## config.mk

```make
export PLATFORM = sky130hd
export DESIGN_NAME = checker_arbiter
export DESIGN_NICKNAME = d
export VERILOG_FILES = /design/src/rtl/checker_arbiter.sv
export SDC_FILE = /design/constraint.sdc
export NUM_CORES = 1
export LEC_CHECK = 0
export CAP_MARGIN = 0
export CORE_MARGIN = 2
export CORE_UTILIZATION = 25
export CTS_CLUSTER_SIZE = 10
export DETAILED_ROUTE_END_ITERATION = 10
export PLACE_DENSITY_LB_ADDON = 0.15
export SYNTH_ARGS = -nofsm -noshare
export SYNTH_HDL_FRONTEND = slang
export SYNTH_SLANG_ARGS = --single-unit
```

## constraint.sdc

```tcl
create_clock -name i_clk -period 1.5 [get_ports i_clk]
set_clock_uncertainty 0.1 [all_clocks]
set_input_delay 0.225 -clock i_clk [delete_from_list [all_inputs] [get_ports i_clk]]
set_output_delay 0.225 -clock i_clk [all_outputs]
set_load 0.01 [all_outputs]
```

## src/rtl/checker_arbiter.sv

```systemverilog
// Purpose: shares one cpu_checker between NUM_REQ character sources, one whole
//          message ('^'..'#') at a time, and returns the checker result tagged with the source id.
// Latency: accepted char -> o_chk_char 1 cycle; '#' accept -> o_res_valid RESULT_LAT+2 cycles.
// Backpressure: o_req_ready is combinational; only the granted source is ever accepted, and a
//               bubble or overlong message aborts it.
// Ports:
//   i_clk, i_rst_n                   clock / async active-low reset
//   i_req_valid/i_req_char/o_req_ready  per-source character stream (source i = char bits [8i+7:8i])
//   i_freq                           frequency config, latched at grant
//   o_chk_char, o_chk_freq           registered drive into the shared checker
//   i_chk_format_type, i_chk_error_code  checker result inputs
//   o_res_valid/_src/_format/_error/_abort  one-cycle tagged result
//   o_busy                           arbiter is not idle
module checker_arbiter #(
  parameter int NUM_REQ    = 2,
  parameter int SRC_W      = 3,
  parameter int MAX_LEN    = 64,
  parameter int RESULT_LAT = 1
) (
  input  logic                 i_clk,
  input  logic                 i_rst_n,
  input  logic [NUM_REQ-1:0]   i_req_valid,
  input  logic [8*NUM_REQ-1:0] i_req_char,
  output logic [NUM_REQ-1:0]   o_req_ready,
  input  logic [15:0]          i_freq,
  output logic [7:0]           o_chk_char,
  output logic [15:0]          o_chk_freq,
  input  logic [1:0]           i_chk_format_type,
  input  logic [3:0]           i_chk_error_code,
  output logic                 o_res_valid,
  output logic [SRC_W-1:0]     o_res_src,
  output logic [1:0]           o_res_format,
  output logic [3:0]           o_res_error,
  output logic                 o_res_abort,
  output logic                 o_busy
);

  localparam int LEN_W = $clog2(MAX_LEN + 1);
  localparam int CNT_W = (RESULT_LAT < 1) ? 1 : $clog2(RESULT_LAT + 1);
  localparam logic [7:0] CARET = 8'h5E;
  localparam logic [7:0] HASH  = 8'h23;

  typedef enum logic [1:0] {S_IDLE, S_STREAM, S_WAIT_RES, S_ABORT} state_t;

  state_t            r_state;
  state_t            w_state_nxt;
  logic [SRC_W-1:0]  r_rr;
  logic [SRC_W-1:0]  r_gnt;
  logic [LEN_W-1:0]  r_len;
  logic [CNT_W-1:0]  r_cnt;
  logic [7:0]        r_chk_char;
  logic [15:0]       r_chk_freq;
  logic              r_res_valid;
  logic [SRC_W-1:0]  r_res_src;
  logic [1:0]        r_res_format;
  logic [3:0]        r_res_error;
  logic              r_res_abort;

  logic [NUM_REQ-1:0] w_elig;
  logic               w_any;
  logic [SRC_W-1:0]   w_win;
  logic               w_g_vld;
  logic [7:0]         w_g_char;
  logic               w_room;
  logic               w_accept;

  // A source may only open a message with '^'.
  always_comb begin
    w_elig = '0;
    for (int i = 0; i < NUM_REQ; i++) begin
      w_elig[i] = i_req_valid[i] && (i_req_char[8*i +: 8] == CARET);
    end
  end

  // Round-robin search starting at r_rr; the outer loop sets priority order.
  always_comb begin
    w_any = 1'b0;
    w_win = '0;
    for (int k = 0; k < NUM_REQ; k++) begin
      for (int i = 0; i < NUM_REQ; i++) begin
        if (!w_any && w_elig[i] && (i == ((int'(r_rr) + k) % NUM_REQ))) begin
          w_any = 1'b1;
          w_win = SRC_W'(i);
        end
      end
    end
  end

  // Mux out the granted source's stream.
  always_comb begin
    w_g_vld  = 1'b0;
    w_g_char = 8'h00;
    for (int i = 0; i < NUM_REQ; i++) begin
      if (r_gnt == SRC_W'(i)) begin
        w_g_vld  = i_req_valid[i];
        w_g_char = i_req_char[8*i +: 8];
      end
    end
  end

  // Once MAX_LEN chars are in without '#', nothing more is accepted.
  assign w_room   = (r_len < LEN_W'(MAX_LEN));
  assign w_accept = (r_state == S_STREAM) && w_g_vld && w_room;

  // State register
  always_ff @(posedge i_clk or negedge i_rst_n) begin
    if (!i_rst_n) r_state <= S_IDLE;
    else          r_state <= w_state_nxt;
  end

  // Next-state logic
  always_comb begin
    w_state_nxt = r_state;
    case (r_state)
      S_IDLE:     if (w_any) w_state_nxt = S_STREAM;
      S_STREAM: begin
        if (!w_room || !w_g_vld) w_state_nxt = S_ABORT;
        else if (w_g_char == HASH) w_state_nxt = S_WAIT_RES;
      end
      S_WAIT_RES: if (r_cnt == '0) w_state_nxt = S_IDLE;
      default:    w_state_nxt = S_IDLE;
    endcase
  end

  // Outputs. Ready is held low while reset is asserted so an eligible '^'
  // is not acknowledged during reset.
  always_comb begin
    o_req_ready = '0;
    if (i_rst_n) begin
      for (int i = 0; i < NUM_REQ; i++) begin
        if (r_state == S_IDLE)
          o_req_ready[i] = w_any && (w_win == SRC_W'(i));
        else if (r_state == S_STREAM)
          o_req_ready[i] = (r_gnt == SRC_W'(i)) && w_g_vld && w_room;
      end
    end
    o_busy = (r_state != S_IDLE);
  end

  // Datapath: checker drive, length/latency counters and result capture.
  always_ff @(posedge i_clk or negedge i_rst_n) begin
    if (!i_rst_n) begin
      r_rr         <= '0;
      r_gnt        <= '0;
      r_len        <= '0;
      r_cnt        <= '0;
      r_chk_char   <= 8'h00;
      r_chk_freq   <= 16'h0000;
      r_res_valid  <= 1'b0;
      r_res_src    <= '0;
      r_res_format <= 2'b00;
      r_res_error  <= 4'h0;
      r_res_abort  <= 1'b0;
    end else begin
      r_res_valid <= 1'b0;
      case (r_state)
        S_IDLE: begin
          if (w_any) begin
            r_chk_char <= CARET;
            r_chk_freq <= i_freq;
            r_len      <= LEN_W'(1);
            r_gnt      <= w_win;
            r_rr       <= (w_win == SRC_W'(NUM_REQ - 1)) ? '0 : w_win + SRC_W'(1);
          end else begin
            r_chk_char <= 8'h00;
          end
        end
        S_STREAM: begin
          if (w_accept) begin
            r_chk_char <= w_g_char;
            r_len      <= r_len + LEN_W'(1);
            if (w_g_char == HASH) r_cnt <= CNT_W'(RESULT_LAT);
          end else begin
            // Bubble or length overrun: never forward a gap inside a message.
            r_chk_char <= 8'h00;
          end
        end
        S_WAIT_RES: begin
          r_chk_char <= 8'h00;
          if (r_cnt == '0) begin
            r_res_valid  <= 1'b1;
            r_res_src    <= r_gnt;
            r_res_format <= i_chk_format_type;
            r_res_error  <= i_chk_error_code;
            r_res_abort  <= 1'b0;
          end else begin
            r_cnt <= r_cnt - CNT_W'(1);
          end
        end
        default: begin
          r_chk_char   <= 8'h00;
          r_res_valid  <= 1'b1;
          r_res_src    <= r_gnt;
          r_res_format <= 2'b00;
          r_res_error  <= 4'h0;
          r_res_abort  <= 1'b1;
        end
      endcase
    end
  end

  assign o_chk_char   = r_chk_char;
  assign o_chk_freq   = r_chk_freq;
  assign o_res_valid  = r_res_valid;
  assign o_res_src    = r_res_src;
  assign o_res_format = r_res_format;
  assign o_res_error  = r_res_error;
  assign o_res_abort  = r_res_abort;

endmodule

```

# == Word level (Yosys, flattened, before mapping) ==
# Index checks and enable logic that the tools add are counted.
# totals
register_bits,49
# classes
n_reduce_logical,37
add_sub_neg,4
muxes,42
n_eq_ne,13
n_lt_le_gt_ge,1
bitwise_logic,2
# ops
operator,count
$logic_not 32->1,2
$mux 8,3
$mux 7,3
$logic_and 1x1->1,17
$mux 1,17
$eq 8x7->1 const B,2
$pmux 8 s2,1
$pmux 7 s2,1
$mux 2,6
$mux 3,3
$reduce_and 3->1,3
$eq 8x6->1 const B,1
$pmux 4 s2,1
$add 7x1->7 const B,1
$lt 7x7->1 const B,1
$eq 3x1->1 const B,2
$logic_not 3->1,2
$ne 2x2->1 const B,3
$pmux 1 s2,3
$pmux 2 s3,1
$pmux 3 s2,1
$reduce_bool 2->1,3
$logic_not 1->1,5
$mux 4,1
14 further kinds,16

# == Longest topological paths before layout ==
# depth
ltp_word,20
depth_mapped,5
mapped_depth_nobuf,5

# == Worst setup path after synthesis ==
# OpenSTA, ideal clock, no wires.
# synth_timing
path_type,input-to-reg
start,input i_req_char[8]
end,"register r_chk_freq[10], in the netlist o_chk_freq[10]"
slack_ps,-289
setup_time_ps,125
n_path_buf,1
arrival_time_ps,1564
cell_stages,5
cell_sequence,nand4b_1 or4_4 a21o_1 buf_6 mux2_4
# synth_via
elab_chain_len,14
# synth_rtl
element,line_no,source
"start, declared",23,"input logic [8*NUM_REQ-1:0] i_req_char,"
$eq 8x7->1 (*),71,w_elig[i] = i_req_valid[i] && (i_req_char[8*i +: 8] == CARET);
$logic_and 1x1->1 (*),71,
$logic_and 1x1->1 (2 in series),81,if (!w_any && w_elig[i] && (i == ((int'(r_rr) + k) % NUM_REQ))) begin
$mux 1,81,
$logic_not 1->1,81,
$logic_and 1x1->1 (2 in series),81,
$mux 1,81,
$logic_not 1->1,81,
$logic_and 1x1->1 (2 in series),81,
$mux 1 (*),81,
$reduce_and 2->1 (no line) (*),n/a,
"end signal, assigned",160,r_chk_freq <= i_freq;
"end, declared",52,logic [15:0] r_chk_freq;
# Every way passes the cells marked *; elsewhere a longest branch is shown, timed or not.
# A chain may end at the register's enable or synchronous reset.

# == Final worst setup path ==
# layout_timing
start,register r_state[0]
end,output o_req_ready[0]
# layout_via
elab_chain_len,4
word_cells_on_any_way,5
cone_classes,eq/ne: 1; mux: 3; reduce/logical: 1
# layout_rtl
element,line_no,source
"start, declared",45,state_t r_state;
"start signal, assigned",108,else r_state <= w_state_nxt;
$eq 2x1->1,133,else if (r_state == S_STREAM)
$mux 1,133,
$mux 1 (*),131,if (r_state == S_IDLE)
$mux 2 (*),129,if (i_rst_n) begin
"end, declared",24,"output logic [NUM_REQ-1:0] o_req_ready,"
# Marked as above.

==> impl_metrics.csv <==
group,metric,value,unit
yosys,synth_area,2110,um^2
detailed_routing,routed_wl,5950,um
floorplan,initial_core_util,25.7,%
cts,clock_latency,0.29,ns
timing,worst_slack,-0.203,ns
floorplan,die_h,95.9,um
timing,setup_viol,31,
finish,final_common_cell,"dfrtp_1",
cts,h-tree-depth,2,
place,pre_cts_slack,-0.989,ns
cts,ctsRootBufferMaster,"clkbuf_8",
global_routing,grt-ovfl-total,0,
power_and_ir_drop,pwr-share-clk,23.3,%
global_routing,antenna_found_initial,0,
finish,diodes,0,
yosys,synthCells,177,
yosys,synth_cell_types,40,
global_routing,grt.total_usage,13.2,%
cts,path_clk_slew,0.09,ns
place,placed_cells,391,
finish,final_util,46.0,%
floorplan,dieWidth,95.9,um
timing,clock.fmax,587,MHz
detailed_routing,ant_nets,0,
floorplan,fp-row-count,33,
power_and_ir_drop,p_leak,1.95,nW
cts,clock_sinks,45,
place,portBuffers,77,
finish,final_cells,417,
detailed_routing,vias,1841,
yosys,ys_seq_area_share,53.3,%
worst_setup_path,worstPathRequired,1.17,ns
place,dp_hpwl,4230,um
outcome,status,"finished with violations",
worst_setup_path,crit_slowest_cell,"dfrtp_2",
power_and_ir_drop,p_comb_share,35.1,%
place,gp_congestion,0.839,
worst_setup_path,crit_arrival,1.38,ns
power_and_ir_drop,intPower,2.67,mW
floorplan,core,8220,um^2
finish,final_area,3780,um^2
worst_setup_path,worstSetupEndpointType,"output pin",
yosys,syn_avg_cell_area,11.9,um^2
worst_setup_path,crit_type,"flop to output pin",
worst_setup_path,critPathMaxFanout,3,
timing,final-hold-violation-count,0,
place,placed_area,3280,um^2
timing,fin_crit_sh,114,%
detailed_routing,drt-pass1-iter-count,4,
power_and_ir_drop,switchingPower,1.19,mW
power_and_ir_drop,power_frac_seq,41.6,%
cts,clk_path_buf_depth,2,
detailed_routing,wl_per_cell,14.3,um
job,cap_violations,0,
global_routing,grt_max_degree,25,
worst_setup_path,r2r_setup_slack,-0.10,ns
floorplan,dieArea,9190,um^2
finish,most-common-layout-cells,"43 x dfrtp_1, 36 x buf_4, 35 x dlygate4sd2_1, 22 x clkdlybuf4s50_1, 19 x buf_6",
cts,cts_tree,"done",
min_path,hold_path.class,"primary input to flop",
worst_setup_path,timing.critical_path.cells,"nor2_4 > nand2_2 > a211o_1 > nand2_1 > buf_2",
finish,layout-drive-gt1-share,43.3,%
timing,rsz0062_at_grt,"yes",
global_routing,grt_first_pass_wirelength,9310,um
timing,period_needed,1.70,ns
detailed_routing,vias_per_cell,4.41,
global_routing,grt_pass1_vias,1822,
finish,fin_nets,355,
yosys,synth-seq-cells,45,
detailed_routing,drc,0,
power_and_ir_drop,power_density,1020,nW/um^2
cts,cts_buffers,5,
worst_setup_path,startpoint_type,"flop",
outcome,failed_checks,"negative setup slack",
worst_setup_path,slowest_delay,0.45,ns
timing,slew_violations,0,
yosys,ys_warn_count,0,
finish,syn_to_final_growth,79.3,%
power_and_ir_drop,ir_worst_vdd,462,uV
floorplan,io_pins,80,
detailed_routing,drt_iter0_markers,63,
power_and_ir_drop,switching_share,30.8,%
-- cell usage after synthesis (all sizes together) --
cell,count,share of area (%)
and2,1,0.30
and3,4,1.2
a21oi,5,1.4
nor2b,1,0.30
and3b,1,0.42
mux2,19,13
nand4b,2,0.83
o21ai,11,2.6
nor4bb,3,1.4
o21a,1,0.36
nand3,4,0.95
dfrtp,45,53
a2bb2oi,1,0.42
nand2b,1,0.30
nand2,9,1.6
nor4b,2,0.83
xor2,2,0.83
or4,1,0.53
xnor2,1,0.42
a22oi,6,2.1
a31oi,1,0.30
o22ai,7,2.1
a311oi,1,0.42
ha,1,0.59
clkbuf,5,0.89
nor4,1,0.30
nand4,3,0.89
mux2i,9,4.3
conb,1,0.18
buf,4,1.8
inv,10,1.8
a21o,1,0.36
nand3b,2,0.71
a211o,1,0.42
nor2,8,1.4
nor3b,1,0.59
or3,1,0.30
-- power by group through the flow --
stage	logic (mW)	clock network (mW)	registers, mW
2_1_floorplan	0.473	0	1.68
3_3_place_gp	1.27	0	1.62
3_5_place_dp	1.28	0	1.62
4_1_cts	1.27	0.939	1.60
5_1_grt	1.49	0.999	1.64
6_report	1.35	0.897	1.60
-- per-stage QoR --
stage	power (mW)	hold WS [ns]	setup TNS, ns
floorplan	2.15	-0.171	-4.46
global placement	2.88	0.195	-24.37
detailed placement	2.90	0.195	-27.10
CTS	3.81	0.0828	-5.40
global route	4.13	0.145	-6.18
finish	3.85	0.130	-4.08
-- flip-flops by register name, summed over array words and instances, names as in the netlist --
signal and flops:
r_gnt 1, r_rr 1, o_res_abort 1, o_chk_char 8
r_state 2, o_res_src 1, o_res_valid 1, r_cnt 1
o_chk_freq 16, r_len 7, o_res_error 4, o_res_format 2
-- routing by layer --
metal  part of all wire (%)  vias up  routed length, um  GRT usage, %
li1                       -      903                  -             -
met1                     50      875               2960          19.6
met2                     43       55               2550          19.0
met3                    5.9        8                351          3.45
met4                    1.4        0                 85          3.45
met5                      0        -                  0             0
-- what timing repair did --
item / in CTS / in global routing
gates resized for setup: 141 / 36
cloned: 3 / 0
pin swaps: 15 / 22
buffers inserted: 13 / 3
endpoints found under the setup margin: 65 / 41
hold buffers: 3 / 0
endpoints found under the hold margin: 45 / 0
-- kinds of logic after synthesis --
| kind of cell | after synthesis | share of synthesized area [%] |
|---|---|---|
| AO/OA/AOI/OAI | 35 | 10.4 |
| XOR/XNOR | 3 | 1.25 |
| buffers and inverters | 19 | 4.45 |
| adder cells (fa/ha/maj) | 1 | 0.593 |
| multiplexers | 28 | 16.9 |
| other | 1 | 0.178 |
| flip-flops | 45 | 53.3 |
| AND/OR/NAND/NOR | 45 | 12.9 |
-- path summary, 6_finish.rpt --
| path | from | endpoint | depth (start not counted) |
|---|---|---|---|
| worst max-delay path | r_state[0] | o_req_ready[0] | 5 |
| min in group asynchronous | i_rst_n | r_rr[0] | 4 |
| worst max register to register | r_state[1] | r_len[5] | 6 |
| worst min-delay path | i_req_char[1] | o_chk_char[1] | 3 |
| worst min register to register | o_res_src[0] | o_res_src[0] | 1 |
| max in group asynchronous | i_rst_n | r_state[0] | 4 |
-- layout make-up --
type,instances,area [um^2]
Timing Repair Buffer,136,1300
Tap cell,105,131
Multi-Input combinational cell,114,1080
Sequential cell,45,1130
Fill cell,783,4430
Inverter,10,40.0
Clock buffer,5,68.8
Clock inverter,2,35.0
-- critical path, delay by kind of cell, from the launching register on --
family	cells	cell delay (ns)
flip-flops	1	0.45
AND/OR/NAND/NOR	3	0.29
AO/OA/AOI/OAI	1	0.22
buffers and inverters	1	0.12
(Power assumes the default switching activity.)
